$ cat src/rtl/rgb_hue_sequencer_pkg.sv
// Shared phase encodings and width helpers for the RGB hue sequencer.
package rgb_hue_sequencer_pkg;

    localparam logic [2:0] PH_0    = 3'd0;
    localparam logic [2:0] PH_1    = 3'd1;
    localparam logic [2:0] PH_2    = 3'd2;
    localparam logic [2:0] PH_3    = 3'd3;
    localparam logic [2:0] PH_4    = 3'd4;
    localparam logic [2:0] PH_5    = 3'd5;
    // Kept distinct from PH_0 internally; reported externally as phase 0.
    localparam logic [2:0] PH_IDLE = 3'd7;

    function automatic int unsigned cnt_width(input int unsigned period);
        return $clog2(period);
    endfunction

    function automatic int unsigned duty_width(input int unsigned period);
        return $clog2(period + 1);
    endfunction

    function automatic logic [2:0] next_phase(input logic [2:0] ph);
        return (ph == PH_5) ? PH_0 : ph + 3'd1;
    endfunction

    function automatic logic is_rising(input logic [2:0] ph);
        return (ph == PH_0) || (ph == PH_2) || (ph == PH_4);
    endfunction

endpackage

$ cat src/rtl/rgb_hue_sequencer_if.sv
// Control and LED-drive signals of the RGB hue sequencer.
interface rgb_hue_sequencer_if;

    logic       enable;
    logic       hold;
    logic       pwm_r;
    logic       pwm_g;
    logic       pwm_b;
    logic [2:0] phase;
    logic       frame_tick;

    modport master (
        output enable, hold,
        input  pwm_r, pwm_g, pwm_b, phase, frame_tick
    );

    modport slave (
        input  enable, hold,
        output pwm_r, pwm_g, pwm_b, phase, frame_tick
    );

endinterface

$ cat src/rtl/rgb_hue_sequencer_pwm_compare.sv
// One PWM channel: registered (cnt < duty), forced low while disabled.
module rgb_hue_sequencer_pwm_compare #(
    parameter int unsigned DUTY_W = 13
) (
    input  logic              clk,
    input  logic              rst,
    input  logic              enable_i,
    input  logic [DUTY_W-1:0] cnt_i,
    input  logic [DUTY_W-1:0] duty_i,
    output logic              pwm_o
);

    logic pwm_q;

    always_ff @(posedge clk or posedge rst) begin
        if (rst) begin
            pwm_q <= 1'b0;
        end else begin
            pwm_q <= enable_i & (cnt_i < duty_i);
        end
    end

    assign pwm_o = pwm_q;

endmodule

$ cat src/rtl/rgb_hue_sequencer.sv
// Three-channel PWM hue sequencer: shared frame counter, step prescaler and
// six-phase colour-wheel FSM driving three duty registers.
module rgb_hue_sequencer
    import rgb_hue_sequencer_pkg::*;
#(
    parameter int unsigned PERIOD          = 5000,
    parameter int unsigned MAX_DUTY        = 4000,
    parameter int unsigned STEP            = 1,
    parameter int unsigned FRAMES_PER_STEP = 1
) (
    input  logic                 clk,
    input  logic                 rst,
    rgb_hue_sequencer_if.slave   bus
);

    localparam int unsigned CNT_W  = cnt_width(PERIOD);
    localparam int unsigned DUTY_W = duty_width(PERIOD);
    localparam int unsigned STEP_W = $clog2(FRAMES_PER_STEP + 1);

    localparam logic [CNT_W-1:0]  CNT_LAST  = CNT_W'(PERIOD - 1);
    localparam logic [STEP_W-1:0] STEP_LAST = STEP_W'(FRAMES_PER_STEP - 1);
    localparam logic [DUTY_W-1:0] MAX_D     = DUTY_W'(MAX_DUTY);
    localparam logic [DUTY_W-1:0] STEP_D    = DUTY_W'(STEP);
    localparam logic [DUTY_W:0]   MAX_X     = (DUTY_W + 1)'(MAX_DUTY);
    localparam logic [DUTY_W:0]   STEP_X    = (DUTY_W + 1)'(STEP);

    logic [CNT_W-1:0]  cnt_q, cnt_d;
    logic [STEP_W-1:0] step_q, step_d;
    logic [2:0]        phase_q, phase_d;
    logic [DUTY_W-1:0] duty_r_q, duty_r_d;
    logic [DUTY_W-1:0] duty_g_q, duty_g_d;
    logic [DUTY_W-1:0] duty_b_q, duty_b_d;

    logic              frame_tick;
    logic [DUTY_W-1:0] mov_cur, mov_nxt, mov_dif;
    logic [DUTY_W:0]   mov_x, sum_x;
    logic              mov_hit;
    logic [DUTY_W-1:0] cnt_ext;

    assign frame_tick = bus.enable && (cnt_q == CNT_LAST);

    // Moving channel of the current phase and its clamped next value.
    always_comb begin
        case (phase_q)
            PH_1, PH_4: mov_cur = duty_r_q;
            PH_2, PH_5: mov_cur = duty_b_q;
            default:    mov_cur = duty_g_q;
        endcase
        mov_x   = {1'b0, mov_cur};
        sum_x   = mov_x + STEP_X;
        mov_dif = mov_cur - STEP_D;
        if (is_rising(phase_q)) begin
            mov_hit = (sum_x >= MAX_X);
            mov_nxt = mov_hit ? MAX_D : sum_x[DUTY_W-1:0];
        end else begin
            mov_hit = (mov_x <= STEP_X);
            mov_nxt = mov_hit ? '0 : mov_dif;
        end
    end

    always_comb begin
        cnt_d    = cnt_q;
        step_d   = step_q;
        phase_d  = phase_q;
        duty_r_d = duty_r_q;
        duty_g_d = duty_g_q;
        duty_b_d = duty_b_q;
        if (!bus.enable) begin
            cnt_d    = '0;
            step_d   = '0;
            phase_d  = PH_IDLE;
            duty_r_d = MAX_D;
            duty_g_d = '0;
            duty_b_d = '0;
        end else begin
            cnt_d = frame_tick ? '0 : cnt_q + CNT_W'(1);
            if (phase_q == PH_IDLE) begin
                phase_d = PH_0;
            end else if (frame_tick && !bus.hold) begin
                if (step_q != STEP_LAST) begin
                    step_d = step_q + STEP_W'(1);
                end else begin
                    step_d = '0;
                    case (phase_q)
                        PH_1, PH_4: duty_r_d = mov_nxt;
                        PH_2, PH_5: duty_b_d = mov_nxt;
                        default:    duty_g_d = mov_nxt;
                    endcase
                    if (mov_hit) begin
                        phase_d = next_phase(phase_q);
                    end
                end
            end
        end
    end

    always_ff @(posedge clk or posedge rst) begin
        if (rst) begin
            cnt_q    <= '0;
            step_q   <= '0;
            phase_q  <= PH_IDLE;
            duty_r_q <= MAX_D;
            duty_g_q <= '0;
            duty_b_q <= '0;
        end else begin
            cnt_q    <= cnt_d;
            step_q   <= step_d;
            phase_q  <= phase_d;
            duty_r_q <= duty_r_d;
            duty_g_q <= duty_g_d;
            duty_b_q <= duty_b_d;
        end
    end

    assign cnt_ext        = DUTY_W'(cnt_q);
    assign bus.phase      = (phase_q == PH_IDLE) ? 3'd0 : phase_q;
    assign bus.frame_tick = frame_tick;

    rgb_hue_sequencer_pwm_compare #(.DUTY_W(DUTY_W)) u_pwm_r (
        .clk      (clk),
        .rst      (rst),
        .enable_i (bus.enable),
        .cnt_i    (cnt_ext),
        .duty_i   (duty_r_q),
        .pwm_o    (bus.pwm_r)
    );

    rgb_hue_sequencer_pwm_compare #(.DUTY_W(DUTY_W)) u_pwm_g (
        .clk      (clk),
        .rst      (rst),
        .enable_i (bus.enable),
        .cnt_i    (cnt_ext),
        .duty_i   (duty_g_q),
        .pwm_o    (bus.pwm_g)
    );

    rgb_hue_sequencer_pwm_compare #(.DUTY_W(DUTY_W)) u_pwm_b (
        .clk      (clk),
        .rst      (rst),
        .enable_i (bus.enable),
        .cnt_i    (cnt_ext),
        .duty_i   (duty_b_q),
        .pwm_o    (bus.pwm_b)
    );

endmodule
$ cat src/flat_wrapper.sv
// flat-port wrapper written by rule: the top's interface ports become plain ports
module rgb_hue_sequencer_flat import rgb_hue_sequencer_pkg::*;
#(
    parameter int unsigned PERIOD          = 5000,
    parameter int unsigned MAX_DUTY        = 4000,
    parameter int unsigned STEP            = 1,
    parameter int unsigned FRAMES_PER_STEP = 1
)
  (clk, rst, bus_enable, bus_hold, bus_pwm_r, bus_pwm_g, bus_pwm_b, bus_phase, bus_frame_tick);
  rgb_hue_sequencer_if bus_i ();
  input  logic clk;
  input  logic rst;
  input wire logic [$bits(bus_i.enable)-1:0] bus_enable;
  input wire logic [$bits(bus_i.hold)-1:0] bus_hold;
  output wire logic [$bits(bus_i.pwm_r)-1:0] bus_pwm_r;
  output wire logic [$bits(bus_i.pwm_g)-1:0] bus_pwm_g;
  output wire logic [$bits(bus_i.pwm_b)-1:0] bus_pwm_b;
  output wire logic [$bits(bus_i.phase)-1:0] bus_phase;
  output wire logic [$bits(bus_i.frame_tick)-1:0] bus_frame_tick;
  assign bus_i.enable = bus_enable;
  assign bus_i.hold = bus_hold;
  assign bus_pwm_r = bus_i.pwm_r;
  assign bus_pwm_g = bus_i.pwm_g;
  assign bus_pwm_b = bus_i.pwm_b;
  assign bus_phase = bus_i.phase;
  assign bus_frame_tick = bus_i.frame_tick;
  rgb_hue_sequencer #(.PERIOD(PERIOD), .MAX_DUTY(MAX_DUTY), .STEP(STEP), .FRAMES_PER_STEP(FRAMES_PER_STEP)) u_core (.clk(clk), .rst(rst), .bus(bus_i));
endmodule
$ cat config.mk
export PLATFORM = sky130hd
export DESIGN_NAME = rgb_hue_sequencer_flat
export DESIGN_NICKNAME = d
export VERILOG_FILES = /design/src/rtl/rgb_hue_sequencer_pkg.sv /design/src/rtl/rgb_hue_sequencer_if.sv /design/src/rtl/rgb_hue_sequencer_pwm_compare.sv /design/src/rtl/rgb_hue_sequencer.sv /design/src/flat_wrapper.sv
export SDC_FILE = /design/constraint.sdc
export NUM_CORES = 1
export LEC_CHECK = 0
export CAP_MARGIN = 20
export CORE_UTILIZATION = 43
export CTS_CLUSTER_DIAMETER = 30
export DETAILED_ROUTE_END_ITERATION = 8
export HOLD_SLACK_MARGIN = 0.05
export PLACE_DENSITY = 0.66
export SLEW_MARGIN = 25
export SYNTH_ARGS = -nofsm -noshare
export SYNTH_HDL_FRONTEND = slang
export SYNTH_SLANG_ARGS = --single-unit
$ cat constraint.sdc
create_clock -name clk -period 3.5 [get_ports clk]
set_input_delay 0.875 -clock clk [delete_from_list [all_inputs] [get_ports clk]]
set_output_delay 0.875 -clock clk [all_outputs]
set_load 0.01 [all_outputs]
==> reports/metrics.yaml <==
routing:
  drt_iter0_drc: 500
  wl_per_cell_um: 18.6
  drc: 0
  drt_wl_total_um: 14600
  via_count: 4665
  drt_first_pass_iters: 5
  ant_nets: 0
  viasPerCell: 5.97
synthesis:
  async_reset_ff_share_pct: 100
  syn_area_per_cell_um2: 8.36
  yosysTopAreaCell: "dfrtp_1"
  synthesis.area_mm2: 0.00463
  synth_edf_count: 0
  synthDominantCellAreaShare_pct: 26.5
  synth_seq_cells: 58
  syn_inst: 554
  yosysSeqAreaShare_pct: 31.6
  ys_top_cells_by_count: "51 x inv_1, 50 x nor2_1, 49 x dfrtp_1"
  synth_area_leaders: "dfrtp_1 26%, ha_1 11%, dfstp_2 5.1%, a21oi_1 4.4%, inv_1 4.1%"
  syn_nets: 600
  yosysUniqueCellTypes: 62
  yosysWarnings: 0
  synth_ff_type: "dfrtp_1"
  synth.most_common_cell: "inv_1"
floorplan:
  die_y_um: 106
  die_x_um: 106
  core_mm2: 0.0104
  io_pins: 11
  start_util_pct: 44.7
  core.rowCount: 37
  die-area_mm2: 0.0112
sta:
  clock-skew-final_ps: 17.9
  min_period_ps: 3610
  relSlewSlack_pct: 50.3
  fin_crit_sh_pct: 103
  worst_pin_slew_ps: 741
  rsz0062_at_grt: "true"
  drv_slew: 0
  final-hold-violation-count: 0
  max_clock_freq_ghz: 0.277
  worst_slack_ps: -114
  fin_tns_setup_ps: -665
  hold_ws_ps: 554
  setup_viol: 18
layout:
  final_cells: 781
  layout-drive-gt1-share_pct: 29.3
  area_growth_pct: 32.8
  antenna_cells: 0
  layout.nets: 686
  stdcell_area_mm2: 0.00615
placement:
  place_hpwl_um: 10300
  place_congestion: 0.948
  place.port_buffers: 10
  post-place-ws_ps: -171
  dp.cells: 749
  placed_area_mm2: 0.00538
critical_path:
  crit_type: "flop to flop"
  worstRegToRegCells: 15
  r2r_setup_slack_ps: -110
  cp_common_cell: "buf_6"
  reg2reg_from: "u_core.phase_q[1]"
  path_delay_family: "compound AO/OA/AOI/OAI gates"
  path_cells: "and3b_1 -> a21oi_2 -> buf_4 -> o211a_4 -> ha_4 -> inv_2 -> a211o_4 -> buf_6 -> buf_6 -> nor4_4 -> xnor2_2 -> a2111o_1 -> o21ba_4 -> or4_1 -> nand3_1"
  slowest_delay_ps: 630
  critPathLaunchType: "flop"
  cp.required_ps: 3800
  path_buf_inv: 4
  end_kind: "flop"
  path_max_fanout: 8
  cp_data_arrival_time_ps: 3920
  critical-path-slowest-cell: "dfstp_2"
  r2r_end: "u_core.phase_q[2]"
power:
  p_switching_mw: 1.66
  p_sw_share_pct: 44.1
  comb_power_share_pct: 63.6
  power_leakage_nw: 2.63
  clkPwrFrac_pct: 17.0
  ir_drop_mv: 0.494
  p_int_mw: 2.11
  power.density_mw_per_mm2: 614
  pwr-share-seq_pct: 19.4
hold_path:
  hold_depth: 2
  holdCritPathClass: "flop to flop"
  worstHoldStart: "u_core.duty_r_q[9]"
  hold_path_end: "u_core.duty_r_q[9]"
global_routing:
  grt_usage_pct: 26.1
  grt_max_degree: 38
  antenna_found_initial: 0
  overflow: 0
  grt_pass1_vias: 4286
  grt_first_pass_wirelength_um: 22800
clock_tree:
  clockBufferDepth: 2
  cts_buffers: 9
  ctsHoldBuffers: 0
  htreeDepth: 3
  root_buffer: "clkbuf_8"
  path_clk_slew_ps: 90
  insertion_delay_ps: 360
  cts_tree: "done"
  clock-sinks: 58
outcome:
  status: "finished, violations left"
  violations: "negative setup slack"
run:
  maxCapViolCount: 0
[state kept, by name (all words and copies together) (netlist names)]
signal / cells
u_core.u_pwm_r.pwm_o: 1
u_core.phase_q: 3
u_core.duty_b_q: 13
u_core.u_pwm_g.pwm_o: 1
u_core.u_pwm_b.pwm_o: 1
u_core.cnt_ext: 13
u_core.duty_r_q: 13
u_core.duty_g_q: 13
[power groups by stage]
stage	clock (mW)	combinational, mW	sequential, mW
after floorplan	0	1.15	0.731
after global placement	0	1.88	0.742
after detailed placement	0	1.90	0.743
after CTS	0.648	2.05	0.726
after global routing	0.675	2.54	0.734
final	0.641	2.40	0.731
[metrics by stage]
stage                     utilization, %  power, mW
final                               59.3       3.78
after global routing                59.3       3.95
after CTS                           55.8       3.42
after detailed placement            51.9       2.65
after global placement              51.9       2.62
after floorplan                        -       1.88
[cell usage in the layout, fill, tap and decap left out, types with 5 or more instances in the layout]
cell             synthesis  routed
xor2_1                   9       9
nand3_1                 26      18
dfrtp_1                 49      49
clkbuf_8                 0       9
mux2i_1                 15      13
xnor2_1                 17      16
dfstp_2                  9       9
a21o_1                  19      19
or3_1                   12      12
a21oi_1                 41      29
clkdlybuf4s50_1          0      10
a21oi_2                  0      12
o21ai_0                 26      25
a211oi_1                 8       7
nor2_1                  50      46
buf_4                    2      76
o22ai_1                  5       5
inv_1                   51      47
nor3_1                  21      17
ha_1                    42      41
nand2_1                 31      30
nand4_1                  7       7
nand2b_1                 8       8
buf_6                    0       8
[worst max-delay path by stage]
stage                      startpoint                 to  slack [ps]  depth (start not counted)
detailed placement  u_core.phase_q[2]  u_core.phase_q[2]        -170                         11
finish              u_core.phase_q[1]  u_core.phase_q[2]        -110                         15
global route        u_core.phase_q[1]  u_core.phase_q[2]        -190                         15
CTS                 u_core.phase_q[0]  u_core.phase_q[2]         0.2                         16
floorplan           u_core.phase_q[0]  u_core.phase_q[1]         -20                         19
global placement    u_core.phase_q[2]  u_core.phase_q[2]        -110                         11
[layout make-up]
type | count | area [um^2]
Sequential cell | 58 | 1460
Multi-Input combinational cell | 418 | 3240
Clock buffer | 9 | 124
Fill cell | 910 | 4220
Inverter | 52 | 195
Timing Repair Buffer | 101 | 881
Clock inverter | 7 | 80.1
Tap cell | 136 | 170
[worst reg2reg max path, delay by kind of cell (launching register included)]
family	cells	cell delay, ps
AND/OR/NAND/NOR	4	900
flip-flops	1	630
buffers and inverters	4	450
adder cells (fa/ha/maj)	1	140
AO/OA/AOI/OAI	5	1340
XOR/XNOR	1	110
[timing repair]
action                     in CTS  in global routing
gates cloned                    1                  1
pin swaps                       4                 26
setup endpoints to repair      32                 41
resized for setup              27                 65
setup buffers                  10                  7
[kinds of logic (layout without fill, tap and decap cells)]
| group | after synthesis | after routing | share of synthesized area, % |
|---|---|---|---|
| buf+inv | 78 | 169 | 6.62 |
| simple gates | 185 | 185 | 20.0 |
| fa+ha+maj | 42 | 42 | 11.3 |
| flops | 58 | 58 | 31.6 |
| xor+xnor | 27 | 27 | 5.27 |
| mux | 19 | 19 | 4.21 |
| compound gates | 145 | 145 | 20.9 |
[layer usage]
metal | GRT usage, % | part of all wire, %
met1 | 37.7 | 44
met2 | 40.1 | 47
met3 | 3.71 | 7.3
met4 | 7.94 | 1.8
met5 | 0 | 0
Power figures use the tool's default switching activity.
